===== src/rtl/mem_bridge_pkg.sv =====
// rtl/mem_bridge_pkg.sv - shared types and AXI constants for the L1D memory bridge
package mem_bridge_pkg;

   typedef enum logic [2:0] {
      IDLE    = 3'd0,
      RD_ADDR = 3'd1,
      RD_DATA = 3'd2,
      WR_REQ  = 3'd3,
      WR_RESP = 3'd4,
      ACK     = 3'd5
   } bridge_state_e;

   localparam logic [1:0] AXI_RESP_OKAY  = 2'b00;
   localparam logic [1:0] AXI_BURST_INCR = 2'b01;
   localparam logic [2:0] AXI_SIZE_WORD  = 3'b010;
   localparam int         LINE_BEATS     = 4;

endpackage


===== src/rtl/l1d_mem_bridge.sv =====
// rtl/l1d_mem_bridge.sv - L1 data cache request port to AXI4 master bridge
module l1d_mem_bridge
   import mem_bridge_pkg::*;
#(
   parameter logic [15:0] UNCACHED_HI = 16'h1000
) (
   input  logic        clk,
   input  logic        rst,
   input  logic        D_req,
   input  logic        D_write,
   input  logic [31:0] D_addr,
   input  logic [31:0] D_in,
   input  logic [3:0]  D_type,
   output logic [31:0] D_out,
   output logic        D_wait,
   output logic        bus_err,
   output logic [31:0] ARADDR,
   output logic [3:0]  ARLEN,
   output logic [2:0]  ARSIZE,
   output logic [1:0]  ARBURST,
   output logic        ARVALID,
   input  logic        ARREADY,
   input  logic [31:0] RDATA,
   input  logic [1:0]  RRESP,
   input  logic        RLAST,
   input  logic        RVALID,
   output logic        RREADY,
   output logic [31:0] AWADDR,
   output logic [3:0]  AWLEN,
   output logic [2:0]  AWSIZE,
   output logic [1:0]  AWBURST,
   output logic        AWVALID,
   input  logic        AWREADY,
   output logic [31:0] WDATA,
   output logic [3:0]  WSTRB,
   output logic        WLAST,
   output logic        WVALID,
   input  logic        WREADY,
   input  logic [1:0]  BRESP,
   input  logic        BVALID,
   output logic        BREADY
);

   bridge_state_e state, state_nxt;
   logic [31:0]   addr_q;
   logic [31:0]   data_q;
   logic [3:0]    type_q;
   logic          aw_done, w_done;
   logic          aw_fin, w_fin;
   logic          uncached;
   logic          r_hs, b_hs;

   assign uncached = (addr_q[31:16] == UNCACHED_HI);
   assign aw_fin   = aw_done | (AWVALID & AWREADY);
   assign w_fin    = w_done  | (WVALID & WREADY);
   assign r_hs     = RVALID & RREADY;
   assign b_hs     = BVALID & BREADY;

   always_ff @(posedge clk or negedge rst) begin
      if (!rst) state <= IDLE;
      else      state <= state_nxt;
   end

   always_comb begin
      state_nxt = state;
      case (state)
         IDLE: begin
            if (D_write)    state_nxt = WR_REQ;
            else if (D_req) state_nxt = RD_ADDR;
         end
         RD_ADDR: if (ARREADY)      state_nxt = RD_DATA;
         RD_DATA: if (r_hs && RLAST) state_nxt = ACK;
         WR_REQ:  if (aw_fin && w_fin) state_nxt = WR_RESP;
         WR_RESP: if (BVALID)       state_nxt = ACK;
         ACK:     state_nxt = IDLE;
         default: state_nxt = IDLE;
      endcase
   end

   always_comb begin
      ARVALID = 1'b0;
      ARLEN   = 4'd0;
      RREADY  = 1'b0;
      AWVALID = 1'b0;
      WVALID  = 1'b0;
      WLAST   = 1'b0;
      BREADY  = 1'b0;
      case (state)
         RD_ADDR: begin
            ARVALID = 1'b1;
            ARLEN   = uncached ? 4'd0 : 4'(LINE_BEATS - 1);
         end
         RD_DATA: RREADY = 1'b1;
         WR_REQ: begin
            AWVALID = ~aw_done;
            WVALID  = ~w_done;
            WLAST   = 1'b1;
         end
         WR_RESP: BREADY = 1'b1;
         default: ;
      endcase
   end

   assign ARADDR  = addr_q;
   assign ARSIZE  = AXI_SIZE_WORD;
   assign ARBURST = AXI_BURST_INCR;
   assign AWADDR  = addr_q;
   assign AWLEN   = 4'd0;
   assign AWSIZE  = AXI_SIZE_WORD;
   assign AWBURST = AXI_BURST_INCR;
   assign WDATA   = data_q;
   assign WSTRB   = ~type_q;

   // D_wait is registered, so the ACK cycle carries the pulse for the final read beat
   // or for the write response accepted one edge earlier.
   always_ff @(posedge clk or negedge rst) begin
      if (!rst) begin
         addr_q  <= 32'd0;
         data_q  <= 32'd0;
         type_q  <= 4'hf;
         aw_done <= 1'b0;
         w_done  <= 1'b0;
         D_out   <= 32'd0;
         D_wait  <= 1'b1;
         bus_err <= 1'b0;
      end else begin
         D_wait <= ~(r_hs | b_hs);
         if (state == IDLE) begin
            aw_done <= 1'b0;
            w_done  <= 1'b0;
            if (D_write) begin
               addr_q <= D_addr;
               data_q <= D_in;
               type_q <= D_type;
            end else if (D_req) begin
               addr_q <= D_addr;
            end
         end
         if (state == WR_REQ) begin
            aw_done <= aw_fin;
            w_done  <= w_fin;
         end
         if (r_hs) begin
            D_out <= RDATA;
            if (RRESP != AXI_RESP_OKAY) bus_err <= 1'b1;
         end
         if (b_hs && BRESP != AXI_RESP_OKAY) bus_err <= 1'b1;
      end
   end

endmodule


===== config.mk =====
export PLATFORM = sky130hd
export DESIGN_NAME = l1d_mem_bridge
export DESIGN_NICKNAME = d
export VERILOG_FILES = /design/src/rtl/mem_bridge_pkg.sv /design/src/rtl/l1d_mem_bridge.sv
export SDC_FILE = /design/constraint.sdc
export NUM_CORES = 1
export LEC_CHECK = 0
export CAP_MARGIN = 15
export CORE_MARGIN = 5
export CORE_UTILIZATION = 38
export DETAILED_ROUTE_END_ITERATION = 12
export GPL_ROUTABILITY_DRIVEN = 0
export PLACE_DENSITY = 0.91
export SYNTH_ARGS = -nofsm -noshare
export SYNTH_HDL_FRONTEND = slang
export SYNTH_SLANG_ARGS = --single-unit

===== constraint.sdc =====
create_clock -name clk -period 1.75 [get_ports clk]
set_input_delay 0.4375 -clock clk [delete_from_list [all_inputs] [get_ports clk]]
set_output_delay 0.4375 -clock clk [all_outputs]
set_load 0.03 [all_outputs]

## Word level (Yosys, flattened, before mapping)

Cells that the tools add are included.

- Output and inout port bits: 158
- Input bits: 114
- Register bits: 107
- Word-level logic and storage cells: 67

- Reduce and logical (&&, ||, !) cells: 14
- Mux-type cells: 23
- Bitwise gates (word level): 11
- Eq/ne operators: 10

Operator list:

| operator | number |
|---|---|
| 32-bit 2-to-1 mux | 2 |
| 3-bit 2-to-1 mux | 6 |
| 16-bit by 13-bit equality test with 1-bit output, second input constant | 1 |
| 3-bit one-hot mux with 5 select lines | 1 |
| 1-bit 2-to-1 mux | 12 |
| 2-bit nonzero test | 6 |
| 2-bit inequality test, second input constant | 4 |
| 3-bit by 2-bit equality test with 1-bit output, second input constant | 2 |
| 2-bit AND reduction | 3 |
| 5-bit AND reduction | 1 |
| 1-bit AND | 4 |
| 2-bit 2-to-1 mux | 2 |
| 4-bit NOT | 1 |
| 3-bit by 1-bit equality test with 1-bit output, second input constant | 1 |
| 3-bit equality test, second input constant | 1 |
| 1-bit logical AND | 3 |
| 3-bit logical NOT | 1 |
| 3-bit inequality test, second input constant | 1 |
| 1-bit NOT | 3 |
| 1-bit OR | 3 |

## Depth between registers and ports, before layout

- Word-level depth: 7
- Gate-level depth with buffers: 6
- Depth with buffers taken out: 3

## Worst setup path before layout

Ideal clock, no wire load.

- Path type: reg-to-output
- Start point: register state[2]
- End point: output ARLEN[1]
- Data required time: 1312 ps
- Cell stages (with the launch flop): 6
- Slack: -353 ps
- Buffers on the path: 2
- Data arrival time: 1665 ps
- Cell sequence: dfrtp_1 buf_2 nor2_1 nand2_1 a31oi_1 buf_4

- Cells in the longest elaborated chain, start to end: 2

RTL lines:

| what | line | text |
|---|---|---|
| from (decl) | l1d_mem_bridge.sv:44 | `bridge_state_e state, state_nxt;` |
| from (signal assigned) | l1d_mem_bridge.sv:61 | `else state <= state_nxt;` |
| 3-bit by 1-bit equality test with 1-bit output | l1d_mem_bridge.sv:88 | `case (state)` |
| 2-bit 2-to-1 mux | l1d_mem_bridge.sv:88 |  |
| to (decl) | l1d_mem_bridge.sv:18 | `output logic [3:0] ARLEN,` |

Every way passes these cells.

## Worst setup path after layout

- Start point: register addr_q[25] (netlist: ARADDR[25])
- End point: output ARLEN[0]

- Cells in the longest elaborated chain, start to end: 3

RTL lines:

| what | line | text |
|---|---|---|
| from (decl) | l1d_mem_bridge.sv:45 | `logic [31:0] addr_q;` |
| from (signal assigned) | l1d_mem_bridge.sv:132 | `addr_q <= D_addr;` |
| from (signal assigned) | l1d_mem_bridge.sv:136 | `addr_q <= D_addr;` |
| 16-bit by 13-bit equality test with 1-bit output | l1d_mem_bridge.sv:53 | `assign uncached = (addr_q[31:16] == UNCACHED_HI);` |
| 2-bit 2-to-1 mux | l1d_mem_bridge.sv:91 | `ARLEN = uncached ? 4'd0 : 4'(LINE_BEATS - 1);` |
| 2-bit 2-to-1 mux | l1d_mem_bridge.sv:88 |  |

Every way passes these cells.

==> qor.txt <==
Crit end category: output pin
Core Footprint: 12000 µm²
FF-to-FF setup slack: -0.07 ns
Syn Area/Cell: 14.2 µm²
Clock Skew: 0.00511 ns
Buf/Inv on CP: 1
Final std cells w/o fill: 730
Routed len/inst: 20.0 µm
Clk slew on worst S/H paths: 0.07 ns
Row count: 40
WP data required: 1.31 ns
Commonest cells after routing, fill and taps aside: 134 x dlygate4sd2_1, 112 x clkdlybuf4s50_1, 98 x dfrtp_1
Max VDD drop: 1620 µV
DIE AREA: 14500 µm²
Most common cell after layout, fill and taps aside: dlygate4sd2_1
Setup TNS Final: -2.56 ns
H-tree lvl count: 3
Share of cells above drive strength 1: 30.9%
DPL Wire Length: 10300 µm
Minimum clock period: 1.99 ns
Tcrit/Tclk final: 113%
Largest net degree at the start of global routing: 51
Worst Setup Path Type: reg2out
CP Cell Sequence: nor4_1 > and4b_2 > a31oi_4 > buf_6
CTS Buffer Depth: 2
Logic pwr share: 60.9%
Die Ht: 120 µm
Number of nets in the layout: 692
Worst stage delay on the critical path: 0.41 ns
Fmax: 0.504 GHz
Register-to-Register Path Depth: 6
Final setup vio count: 60
Drt via density: 4.71
YS warnings: 0
Startpoint types: flip-flop
Worst Setup Slack, final: -0.236 ns
Failing checks: setup timing
R2R Path Start: state[1]
Filler cells: 871
Max-Cap Viols: 0
# diodes: 0
Final Power: 17500 µW
Synth unique cells: 31
Crit path to: ARLEN[0]
Worst r2r dst: WDATA[20]
Unrepaired setup endpoints after global routing: true
CP max stage cell: dfrtp_2
Switching Fraction: 43.7%
Lkg Pwr: 0.00370 µW
Number of iterations in the first detailed-routing pass: 6
Min Hold Slack: 0.470 ns
Hold WC Path Type: in2async
Starting DRC count in detailed routing: 169
# IOs: 272
Clock Root Buffer: clkbuf_16
P&R area growth vs syn: 73.2%
Congestion Overflow GR: 0
Critical Path Source: ARADDR[25]
Starting Density: 38.7%
Detail Route Antenna Nets: 0
Clk_lat worst skew: 0.34 ns
Antenna violations before repair: 0
Post-Synthesis Cells: 325
Status: finished, violations left
Psw: 7650 µW
Sequential power share: 26.6%
Mapped cell area: 4630 µm²
CTS tree: built
Final hold vios: 0
PwrDens: 2190 nW/µm²
Clock sinks: 107
Die W: 120 µm
DR DRC count: 0
Vias: 3439
Total CTS buffers: 9
Max Slew Vio Count: 0
Sum of routed wire length over all layers: 14600 µm
Top Family by Delay on Critical Path: simple AND/OR/NAND/NOR gates
Vias in the first global route: 3847
Worst Path Arrival: 1.55 ns
Yosys reg bits: 107
Clock share of power: 12.5%
Port bufs: 255
Dpl ws: -0.306 ns
CP max FO: 2
Total track usage: 17.8%
Internal: 9870 µW
Global-route wire length before repair: 20200 µm
Placed cells: 697
Seq/Total Area, Yosys: 58.0%
Cell count along the critical path: 4
-- worst reg2reg max path, delay by kind of cell, from the launching register on --
family / cells / cell delay [ns]
buffers and inverters: 4 / 0.66
AND/OR/NAND/NOR: 1 / 0.28
flip-flops: 1 / 0.45
multiplexers: 1 / 0.30
-- cell type report --
class                      count  area (µm²)  share of cell area (%)
clock buffer                  12         246                    3.08
clock inverter                 4        73.8                   0.921
inverter                       8        32.5                   0.406
multi-input combinational    161        1820                    22.7
sequential                   107        2690                    33.6
tap                          147         184                    2.30
timing repair buffer         291        2970                    37.1
-- routing by layer --
metal | track usage [%] | vias up | share of wire, %
met5 | 0 | - | 0
met4 | 7.72 | 0 | 2.2
met3 | 5.43 | 23 | 6.6
met2 | 32.8 | 143 | 53
met1 | 18.6 | 1705 | 38
li1 | - | 1568 | -
-- what timing repair did --
action / 4_1_cts / 5_1_grt
setup endpoints to repair: 142 / 108
pin swaps: 5 / 7
gates cloned: 0 / 9
setup buffers: 3 / 5
hold buffers: 1 / 0
gates resized for setup: 154 / 93
hold endpoints to repair: 9 / 0
-- metrics by stage --
| stage | util [%] | cell area [µm²] |
|---|---|---|
| CTS | 62.4 | 7470 |
| global placement | 60.4 | 7220 |
| detailed placement | 60.4 | 7220 |
| global route | 67.0 | 8010 |
| floorplan | - | 4710 |
| finish | 67.0 | 8010 |
-- cells by family after synthesis --
| group | share of synthesized area [%] |
|---|---|
| AND/OR/NAND/NOR | 3.92 |
| buffers and inverters | 11.5 |
| other | 0.162 |
| flip-flops | 58.0 |
| AO/OA/AOI/OAI | 2.79 |
| multiplexers | 23.6 |
-- power groups by stage --
stage | Sequential (µW) | Clock (µW) | Combinational (µW)
3_5_place_dp | 4680 | 0 | 10300
6_report | 4650 | 2190 | 10700
3_3_place_gp | 4580 | 0 | 10100
4_1_cts | 4600 | 2240 | 9410
2_1_floorplan | 6860 | 0 | 3980
5_1_grt | 4840 | 2340 | 11100
-- synthesized netlist by cell type (all sizes together) --
master | n | share of area, %
o311ai | 1 | 0.19
nor4b | 1 | 0.51
dfrtp | 102 | 55
and4b | 1 | 0.22
nand3b | 1 | 0.16
a221o | 1 | 0.22
dfstp | 5 | 2.8
inv | 8 | 0.65
nor2b | 2 | 0.27
nor4bb | 1 | 0.35
o21ai | 9 | 0.97
a21oi | 3 | 0.32
o22ai | 2 | 0.27
conb | 2 | 0.16
buf | 63 | 11
nor4 | 4 | 0.87
mux2 | 96 | 23
nand2 | 7 | 0.57
o221ai | 1 | 0.19
nand3 | 2 | 0.22
mux2i | 1 | 0.22
a31oi | 2 | 0.27
nor2 | 6 | 0.49
o21a | 1 | 0.16
o2111ai | 1 | 0.19
and2 | 2 | 0.27
-- state kept, by name (all words and copies together) (netlist names) --
| signal | flops |
|---|---|
| ARADDR | 32 |
| bus_err | 1 |
| aw_done | 1 |
| D_wait | 1 |
| type_q | 4 |
| w_done | 1 |
| WDATA | 32 |
| state | 3 |
| D_out | 32 |
-- worst min path at each step --
stage / end / cells after the start
final: WDATA[1] / 2
after global routing: D_out[12] / 2
after CTS: D_out[12] / 2
after detailed placement: WDATA[1] / 1
after global placement: WDATA[1] / 1
after floorplan: ARADDR[0] / 0
(Power assumes the default switching activity.)
